===== config.mk =====
export PLATFORM = sky130hd
export DESIGN_NAME = serial_carry_adder
export DESIGN_NICKNAME = d
export VERILOG_FILES = /design/src/rtl/adder_pkg.sv /design/src/rtl/full_adder_cell.sv /design/src/rtl/serial_carry_adder.sv
export SDC_FILE = /design/constraint.sdc
export NUM_CORES = 1
export LEC_CHECK = 0
export ABC_CLOCK_PERIOD_IN_PS = 6600
export CORE_UTILIZATION = 45
export DETAILED_ROUTE_END_ITERATION = 8
export PLACE_DENSITY = 0.71
export SLEW_MARGIN = 20
export SYNTH_ARGS = -nofsm -noshare
export SYNTH_HDL_FRONTEND = slang
export SYNTH_SLANG_ARGS = --single-unit

===== constraint.sdc =====
create_clock -name clk -period 6.6 [get_ports clk]
set_input_delay 1.32 -clock clk [delete_from_list [all_inputs] [get_ports clk]]
set_output_delay 1.32 -clock clk [all_outputs]
set_load 0.005 [all_outputs]

===== src/rtl/adder_pkg.sv =====
// Shared definitions for the bit-serial adder and its exhaustive-test harness.
package adder_pkg;

  // Default operand width; the harness sizes its sweep as 2**(2*WIDTH+1).
  localparam int unsigned DEFAULT_WIDTH = 4;

  // Controller states; encodings kept identical to the original constants.
  typedef enum logic [1:0] {
    ST_IDLE = 2'd0,
    ST_ADD  = 2'd1,
    ST_DONE = 2'd2
  } state_e;

endpackage


===== src/rtl/full_adder_cell.sv =====
// Combinational 1-bit full adder: the single arithmetic cell of the serial adder.
module full_adder_cell (
  input  logic x,
  input  logic y,
  input  logic ci,
  output logic s,
  output logic co
);

  // Sum and carry of one bit position.
  always_comb begin
    s  = x ^ y ^ ci;
    co = (x & y) | (ci & (x ^ y));
  end

endmodule


===== src/rtl/serial_carry_adder.sv =====
// Bit-serial WIDTH-bit adder with valid/ready handshakes on both sides.
// One operand bit pair is resolved per clock through a single full-adder cell.
module serial_carry_adder
  import adder_pkg::*;
#(
  parameter int unsigned WIDTH = DEFAULT_WIDTH,
  parameter int unsigned CNT_W = 5
) (
  input  logic             clk,
  input  logic             rst_n,
  input  logic             in_valid,
  output logic             in_ready,
  input  logic [WIDTH-1:0] a,
  input  logic [WIDTH-1:0] b,
  input  logic             cin,
  output logic             out_valid,
  input  logic             out_ready,
  output logic [WIDTH-1:0] sum,
  output logic             cout
);

  localparam logic [CNT_W-1:0] LAST_IDX = CNT_W'(WIDTH - 1);

  state_e             state_q, state_d;
  logic [WIDTH-1:0]   ra_q, ra_d;
  logic [WIDTH-1:0]   rb_q, rb_d;
  logic [WIDTH-1:0]   sum_q, sum_d;
  logic [CNT_W-1:0]   idx_q, idx_d;
  logic               carry_q, carry_d;
  logic               cout_q, cout_d;

  logic               ra_bit, rb_bit;
  logic               fa_s, fa_co;

  // Select the operand bits at the current index (loop keeps the index width independent of WIDTH).
  always_comb begin
    ra_bit = 1'b0;
    rb_bit = 1'b0;
    for (int unsigned i = 0; i < WIDTH; i++) begin
      if (idx_q == CNT_W'(i)) begin
        ra_bit = ra_q[i];
        rb_bit = rb_q[i];
      end
    end
  end

  full_adder_cell u_fa (
    .x  (ra_bit),
    .y  (rb_bit),
    .ci (carry_q),
    .s  (fa_s),
    .co (fa_co)
  );

  // Next-state, datapath update and handshake outputs.
  always_comb begin
    state_d   = state_q;
    ra_d      = ra_q;
    rb_d      = rb_q;
    sum_d     = sum_q;
    idx_d     = idx_q;
    carry_d   = carry_q;
    cout_d    = cout_q;
    in_ready  = 1'b0;
    out_valid = 1'b0;
    case (state_q)
      ST_IDLE: begin
        in_ready = 1'b1;
        if (in_valid) begin
          ra_d    = a;
          rb_d    = b;
          carry_d = cin;
          idx_d   = '0;
          sum_d   = '0;
          state_d = ST_ADD;
        end
      end
      ST_ADD: begin
        carry_d = fa_co;
        for (int unsigned i = 0; i < WIDTH; i++) begin
          if (idx_q == CNT_W'(i)) sum_d[i] = fa_s;
        end
        // The index parks on the last bit rather than wrapping past WIDTH-1.
        if (idx_q == LAST_IDX) begin
          cout_d  = fa_co;
          state_d = ST_DONE;
        end else begin
          idx_d = idx_q + CNT_W'(1);
        end
      end
      ST_DONE: begin
        out_valid = 1'b1;
        if (out_ready) state_d = ST_IDLE;
      end
      default: state_d = ST_IDLE;
    endcase
  end

  // State and datapath registers with synchronous active-low reset.
  always_ff @(posedge clk) begin
    if (!rst_n) begin
      state_q <= ST_IDLE;
      ra_q    <= '0;
      rb_q    <= '0;
      sum_q   <= '0;
      idx_q   <= '0;
      carry_q <= 1'b0;
      cout_q  <= 1'b0;
    end else begin
      state_q <= state_d;
      ra_q    <= ra_d;
      rb_q    <= rb_d;
      sum_q   <= sum_d;
      idx_q   <= idx_d;
      carry_q <= carry_d;
      cout_q  <= cout_d;
    end
  end

  assign sum  = sum_q;
  assign cout = cout_q;

endmodule


==> metrics.txt, run 1 <==
DR pass1 iterations=4; die width=50.6 um; Port Buffers=19; crit path cell chain=nor2b_1 > clkdlybuf4s50_1; initial antenna violation count=0; synthesis-to-finish area growth=22.0%; most frequent cells in the layout=nand2_1, dfxtp_1, clkdlybuf4s50_1; Setup Buffers After CTS=0; Crit. Startpoint=state_q[1]; Synth Register Bits=21; worst reg2reg path startpoint=idx_q[0]; # rows=17; required time worst endpoint=5.28 ns; io pins=20; global route hottest layer=met2; Routed WL=2290 um; RSZ-0062 raised after global routing=false; post-synthesis sequential area ratio=39.6%; Skew-Pair Late Insertion Delay=around 0.30 ns; Post-Synth XOR/XNOR Area=0%; Setup crit start kind=flip-flop; setup TNS=0 ns; hold path start=rb_q[1]; Antenna diodes=0; maximum vdd drop=0.108 mV; Crit Path Max Fanout=12; RePlAce Congestion=0.798; ys flop type=dfxtp_1; Top Family by Delay on Critical Path=flip-flops; ANT nets after route=0; Initial Util=between 40% and 50%; Fmax achieved=~340 MHz; post-synthesis compound-gate area fraction=18.5%; leak pwr=0.482 nW; Finished Layout Cells=169; mux share of post-synthesis cell area=under 10%; slew margin rel.=between 60% and 70%; via count=about 970; Max clock buf depth=2; Detailed Place HPWL=1700 um; share of layout cells above drive strength 1=7.09%; CTS tree=built; fin crit share=44.6%; vias per cell=5.73; met1 Use GR=between 20 and 25%; DR WL/cell=13.6 um; Core Area=around 2200 sq um; Final Setup Violations=0; Ys Warns=0; Global Route met2 Usage=34.4%; Buf/Inv on CP=1; Reg clk slew, reported paths=0.12 ns; max incr delay on CP=0.55 ns; Hold WS=0.470 ns; Post-Synth Adder-Cell Area=6.60%; syn nets=140; HP Class=reg2reg; total of fill cells in the finished design=229; Die Area=2560 sq um; Inst Count DP=165; final global-route overflow total=0; final hold vios=0; Pwr Total=0.234 mW; status=finished clean; CTS sink cnt=21; largest family of logic cells by synthesized area=simple AND/OR/NAND/NOR gates; slowest CP cell=dfxtp_1; Die Ht=50.6 um; min cycle time layout=2.94 ns; Final Skew=0.00390 ns; number of max-cap violations=0; Root Driver=clkbuf_4; worst-margin pin slew=0.517 ns; Num CTS Buffers=3; Layout Nets=160; CTS resizes=0; Synth Area in Simple Gates=~29%; Post-Syn Area=1060 sq um; vias in the first global route=923; final core utilization=58.6%; first-pass GRT wire length=3910 um; PD cells=180 nW/um^2; Global Route Usage Sum=20.2%; fraction of registers with async set or reset after synthesis=0%; met3 usage=under 10%; largest net degree at the start of global routing=15; library cells used by synthesis=34; Post-synth EDFFs=0; drt drc=0; CP Capture Type=output pin; Slew Limit Fails=0; CTS Hold Bufs=0; Mapped Cells=122; Crit Path Category=reg2out; Synth Area per Inst=8.71 sq um; WP data arrival=about 1.6 ns; DR iter-0 viols=14; H-tree lvl count=1
-- worst reg2reg max path: cells and delay by family, from the launching register on --
kind / cells / cell delay, ns
adder cells (fa/ha/maj): 2 / 0.69
buffers and inverters: 1 / 0.10
AO/OA/AOI/OAI: 2 / 0.54
flip-flops: 1 / 0.44
multiplexers: 1 / 0.26
AND/OR/NAND/NOR: 2 / 0.34
-- synthesized netlist by cell type (2+ instances only) --
cell	number	area, sq um
or3_1	5	31.3
nand3_1	5	25.0
o211ai_1	2	15.0
nor2_1	5	18.8
buf_2	2	10.0
and3_1	3	18.8
a221o_1	2	20.0
nor2b_1	6	37.5
o21ai_0	3	15.0
a21oi_1	14	70.1
dfxtp_1	21	420
nand2_1	21	78.8
nor3_1	2	10.0
clkbuf_1	2	7.51
ha_1	4	50.1
a32o_1	3	30.0
inv_1	3	11.3
mux2_2	3	33.8
-- registers in the layout, summed over array words and instances, names as in the netlist --
name	count
carry_q	1
sum	4
state_q	2
rb_q	4
cout	1
ra_q	4
idx_q	5
-- report_power, final --
group / internal [mW] / switching, mW / total, mW
logic: 0.0184 / 0.0167 / 0.0351
clock network: 0.0236 / 0.0387 / 0.0622
registers: 0.132 / 0.00479 / 0.136
total: 0.174 / 0.0601 / 0.234
-- worst paths after layout --
kind / end / slack, ns / depth (start not counted)
worst max-delay path: out_valid / 3.66 / 2
worst min-delay path: rb_q[1] / 0.47 / 2
worst max register to register: sum[0] / 4.14 / 8
worst min register to register: rb_q[1] / 0.47 / 2
-- logic make-up (layout without fill, tap and decap cells) --
group / Yosys count / count (layout)
compound gates: 29 / 29
flops: 21 / 21
simple gates: 56 / 56
fa+ha+maj: 5 / 5
mux: 3 / 3
buf+inv: 8 / 27
-- metal layers --
| metal | share of wire (%) | vias up |
|---|---|---|
| met5 | 0 | - |
| met3 | 3.2 | 4 |
| met1 | 48 | 469 |
| li1 | - | 478 |
| met2 | 47 | 17 |
| met4 | 1.4 | 0 |
-- per-stage QoR --
step / setup WS, ns / cell area, sq um
after CTS: 3.65 / 1300
after global routing: 3.55 / 1300
after global placement: 3.62 / 1270
after floorplan: 4.35 / 1060
after detailed placement: 3.60 / 1270
final: 3.66 / 1300
-- cell type report --
| type | instances | area (sq um) | area share [%] |
|---|---|---|---|
| Multi-Input combinational cell | 93 | 609 | 47.0 |
| Sequential cell | 21 | 420 | 32.4 |
| Timing Repair Buffer | 19 | 190 | 14.7 |
| Tap cell | 28 | 35.0 | 2.70 |
| Clock buffer | 4 | 26.3 | 2.03 |
| Inverter | 4 | 15.0 | 1.16 |
Power figures use the tool's default switching activity.
==> run 2, diff against run 1 <==
- ABC_CLOCK_PERIOD_IN_PS: 6600 -> 3000
- clock period: 6.6 -> 3 ns (I/O delays scaled with it)
==> metrics.txt, run 2 (synthesized netlist as in run 1, its figures left out) <==
status=finished clean; first-pass GRT wire length=4170 um (+6.7%); PD cells=395 nW/um^2 (+120%); min cycle time layout=approximately 2.4 ns; Biggest register=idx_q; Crit Path Category=reg2reg; Skew-Pair Late Insertion Delay=0.30 ns (about the same); Max clock buf depth=2 (unchanged); share of layout cells above drive strength 1=7.09% (unchanged); DR iter-0 viols=13 (-1); DR WL/cell=13.7 um (+1.0%); io pins=20 (unchanged); WP data arrival=2.64 ns (+1.02 ns); Root Driver=clkbuf_4; CP Capture Type=flip-flop; drt drc=0 (unchanged); CTS Hold Bufs=0 (unchanged); leak pwr=0.482 nW (unchanged); HP Class=reg2reg; Core Area=2210 sq um (unchanged); ANT nets after route=0 (unchanged); fin crit share=slightly above 80%; max FFs per register=5 (unchanged); worst-margin pin slew=0.543 ns (+0.0263 ns); Final Setup Violations=0 (unchanged); Num CTS Buffers=3 (unchanged); Routed WL=2320 um (+1.0%); setup TNS=0 ns (unchanged); Fmax achieved=410 MHz; RePlAce Congestion=0.750 (-6.0%); most frequent cells in the layout=nand2_1, dfxtp_1, clkdlybuf4s50_1; slew margin rel.=63.6% (-1.8 points); vias in the first global route=911 (-1.3%); Layout Nets=160 (unchanged); Crit Path Max Fanout=6 (-6); Reg clk slew, reported paths=0.12 ns (about the same); Global Route Usage Sum=21.6% (+1.4 points); total of fill cells in the finished design=216 (-5.7%); Setup Buffers After CTS=0 (unchanged); initial antenna violation count=0 (unchanged); CTS sink cnt=21 (unchanged); RSZ-0062 raised after global routing=false; Initial Util=48.0% (unchanged); final core utilization=58.6% (unchanged); synthesis-to-finish area growth=22.0% (unchanged); number of max-cap violations=0 (unchanged); Antenna diodes=0 (unchanged); Final Skew=0.00811 ns (+0.00421 ns); via count=953 (-1.5%); Die Area=2560 sq um (unchanged); vias per cell=5.64 (-1.5%); DR pass1 iterations=4 (unchanged); Port Buffers=19 (unchanged); Setup crit start kind=flip-flop; die width=50.6 um (unchanged); final global-route overflow total=0 (unchanged); Slew Limit Fails=0 (unchanged); # rows=17 (unchanged); final hold vios=0 (unchanged); Hold WS=0.468 ns (-0.00253 ns); CTS resizes=0 (unchanged); CTS tree=built; maximum vdd drop=0.259 mV (+140%); required time worst endpoint=3.20 ns (-2.08 ns); Die Ht=50.6 um (unchanged); Detailed Place HPWL=1740 um (+2.2%); largest net degree at the start of global routing=15 (unchanged); H-tree lvl count=1 (unchanged)
## run 2: path summary, 6_finish.rpt
path	from	cells after the start	to	slack (ns)
max reg2reg	idx_q[0]	8	sum[1]	0.56
min	rb_q[2]	2	rb_q[2]	0.47
max	idx_q[0]	8	sum[1]	0.56
min reg2reg	rb_q[2]	2	rb_q[2]	0.47
## run 2: power by group
group	internal (mW)	leakage [nW]	total, mW	switching (mW)
sequential	0.290	0.171	0.300	0.0107
clock	0.0518	0.0150	0.136	0.0843
combinational	0.0405	0.296	0.0760	0.0355
total	0.382	0.482	0.513	0.131
## run 2: layout make-up
class	instances	area, sq um	area share, %
multi-input combinational	93	609	47.0
sequential	21	420	32.4
timing repair buffer	19	190	14.7
tap	28	35.0	2.70
clock buffer	4	26.3	2.03
inverter	4	15.0	1.16
## run 2: per-layer routing
metal / part of all wire, % / track usage [%] / wire (um)
met1: 50 / 29.2 / 1150
met2: 46 / 34.7 / 1070
met3: 2.3 / 3.64 / 53
met4: 2.1 / 6.94 / 49
met5: 0 / 0 / 0
## run 2: worst max-delay path, stage by stage, from the launching register on
cell and delay, ns:
dfxtp_1 0.43, inv_1 0.10, ha_1 0.22, nor2b_1 0.15, a221o_1 0.29, a32o_1 0.23, fa_1 0.48, and2_1 0.17
mux2_2 0.27
## run 2: per-stage QoR
step | total power [mW] | instances | worst slack, ns | instance area (sq um)
floorplan | 0.350 | 122 | 0.754 | 1060
global placement | 0.381 | 165 | 0.682 | 1270
finish | 0.513 | 169 | 0.564 | 1300
global route | 0.541 | 169 | 0.447 | 1300
CTS | 0.516 | 169 | 0.575 | 1300
detailed placement | 0.383 | 165 | 0.593 | 1270
==> run 3, diff against run 2 <==
- ABC_CLOCK_PERIOD_IN_PS: 3000 -> 2000
- PLACE_DENSITY: 0.71 -> 0.73
- clock period: 3 -> 2 ns (I/O delays scaled with it)
==> metrics.txt, run 3 (synthesized netlist as in run 1, its figures left out) <==
status=finished with violations; failing checks=negative setup slack; CTS Hold Bufs=0 (unchanged); Biggest register=idx_q; Global Route Usage Sum=22.7% (+1.1 points); number of max-cap violations=0 (unchanged); Inst Count DP=177 (+7.3%); ANT nets after route=0 (unchanged); io pins=20 (unchanged); final hold vios=0 (unchanged); max FFs per register=5 (unchanged); final global-route overflow total=0 (unchanged); Num CTS Buffers=3 (unchanged); leak pwr=0.584 nW (+21%); most frequent cells in the layout=nand2_1, dfxtp_1, clkdlybuf4s50_1; Crit Path Max Fanout=3 (-3); Antenna diodes=0 (unchanged); final core utilization=66.0% (+7.4 points); H-tree lvl count=1 (unchanged); Detailed Place HPWL=1870 um (+7.4%); first-pass GRT wire length=4270 um (+2.5%); via count=1,009 (+5.9%); PD cells=556 nW/um^2 (+41%); maximum vdd drop=0.490 mV (+89%); Die Area=2560 sq um (unchanged); share of layout cells above drive strength 1=25.2% (+18 points); Die Ht=50.6 um (unchanged); DR WL/cell=13.9 um (+1.2%); Pwr Total=0.812 mW (+58%); commonest non-fill, non-tap cell in the layout=nand2_1; RePlAce Congestion=0.764 (+1.8%); final worst-path setup slack=-0.214 ns (-0.778 ns); CP Capture Type=flip-flop; Setup crit start kind=flip-flop; DR iter-0 viols=15 (+2); placed inst area=1390 sq um (+9.5%); # rows=17 (unchanged); Finished Layout Cells=183 (+8.3%); vias per cell=5.51 (-2.2%); Root Driver=clkbuf_4; Final Setup Violations=6 (+6); CTS sink cnt=21 (unchanged); WP data arrival=2.43 ns (-0.21 ns); Final Skew=0.00385 ns (-0.00427 ns); vias in the first global route=1,017 (+12%); total of fill cells in the finished design=186 (-14%); Crit Path Category=reg2reg; Port Buffers=19 (unchanged); HP Class=reg2reg; DR pass1 iterations=4 (unchanged); Slew Limit Fails=0 (unchanged); Max clock buf depth=2 (unchanged); fin crit share=111% (+29 points); slew margin rel.=64.9% (+1.2 points); RSZ-0062 raised after global routing=true; largest net degree at the start of global routing=15 (unchanged); Hold WS=0.471 ns (+0.00334 ns); worst-margin pin slew=0.525 ns (-0.0183 ns); Routed WL=2540 um (+9.5%); setup TNS=-0.765 ns (-0.765 ns); Reg clk slew, reported paths=0.12 ns (about the same); required time worst endpoint=2.22 ns (-0.98 ns); Fmax achieved=452 MHz (+10%); Core Area=2210 sq um (unchanged); drt drc=0 (unchanged); min cycle time layout=2.21 ns (-0.222 ns); CTS tree=built; cell area after layout=1460 sq um (+13%); Initial Util=48.0% (unchanged); Skew-Pair Late Insertion Delay=0.31 ns (about the same); Setup WS pre-CTS=-0.215 ns (-0.808 ns); die width=50.6 um (unchanged); initial antenna violation count=0 (unchanged); synthesis-to-finish area growth=37.5%; Layout Nets=174 (+8.8%)
run 3: cell types whose count changed in the layout (fill, tap and decap cells not counted), moves of 2 or more:
cell	before	now
a32o_2	0	2
ha_4	0	2
ha_1	4	1
buf_4	0	14
inv_1	3	0
inv_2	0	2
dfxtp_1	21	19
a32o_1	3	1
run 3: path summary, 6_finish.rpt:
path | from | endpoint | slack [ns] | cells after the start
max | idx_q[0] | sum[1] | -0.21 | 8
min | rb_q[2] | rb_q[2] | 0.47 | 2
max reg2reg | idx_q[0] | sum[1] | -0.21 | 8
min reg2reg | rb_q[2] | rb_q[2] | 0.47 | 2
run 3: cell type report:
class | count | area, sq um | area share [%]
repair buffers | 33 | 295 | 20.2
flip-flops and latches | 21 | 425 | 29.1
multi-input cells | 93 | 659 | 45.2
well taps | 28 | 35.0 | 2.40
inverters | 4 | 17.5 | 1.20
clock inverters | 1 | 5.00 | 0.343
clock buffers | 3 | 22.5 | 1.54
run 3: report_power, final:
group	internal [mW]	total, mW	leakage [nW]	switching (mW)
Clock	0.0748	0.214	0.0177	0.139
Sequential	0.434	0.450	0.172	0.0158
Combinational	0.0831	0.148	0.394	0.0645
run 3: routing by layer:
layer / vias to the layer above / GRT usage (%) / wire length, um
li1: 505 / - / -
met1: 486 / 25.5 / 1150
met2: 14 / 40.4 / 1270
met4: 0 / 8.80 / 32
met5: - / 0 / 0
met3: 4 / 6.06 / 87
run 3: what timing repair did:
action                                  4_1_cts  5_1_grt
setup buffers                                 0        2
pin swaps                                     4        0
endpoints found under the setup margin        5        5
endpoints found under the hold margin         0        0
gates resized for setup                       7        2
run 3: critical path: stages, from the launching register on:
cell	delay [ns]
dfxtp_4	0.40
inv_4	0.04
ha_4	0.15
nor2b_4	0.12
a221o_1	0.29
a32o_2	0.24
fa_2	0.45
and2_4	0.16
mux2_4	0.26
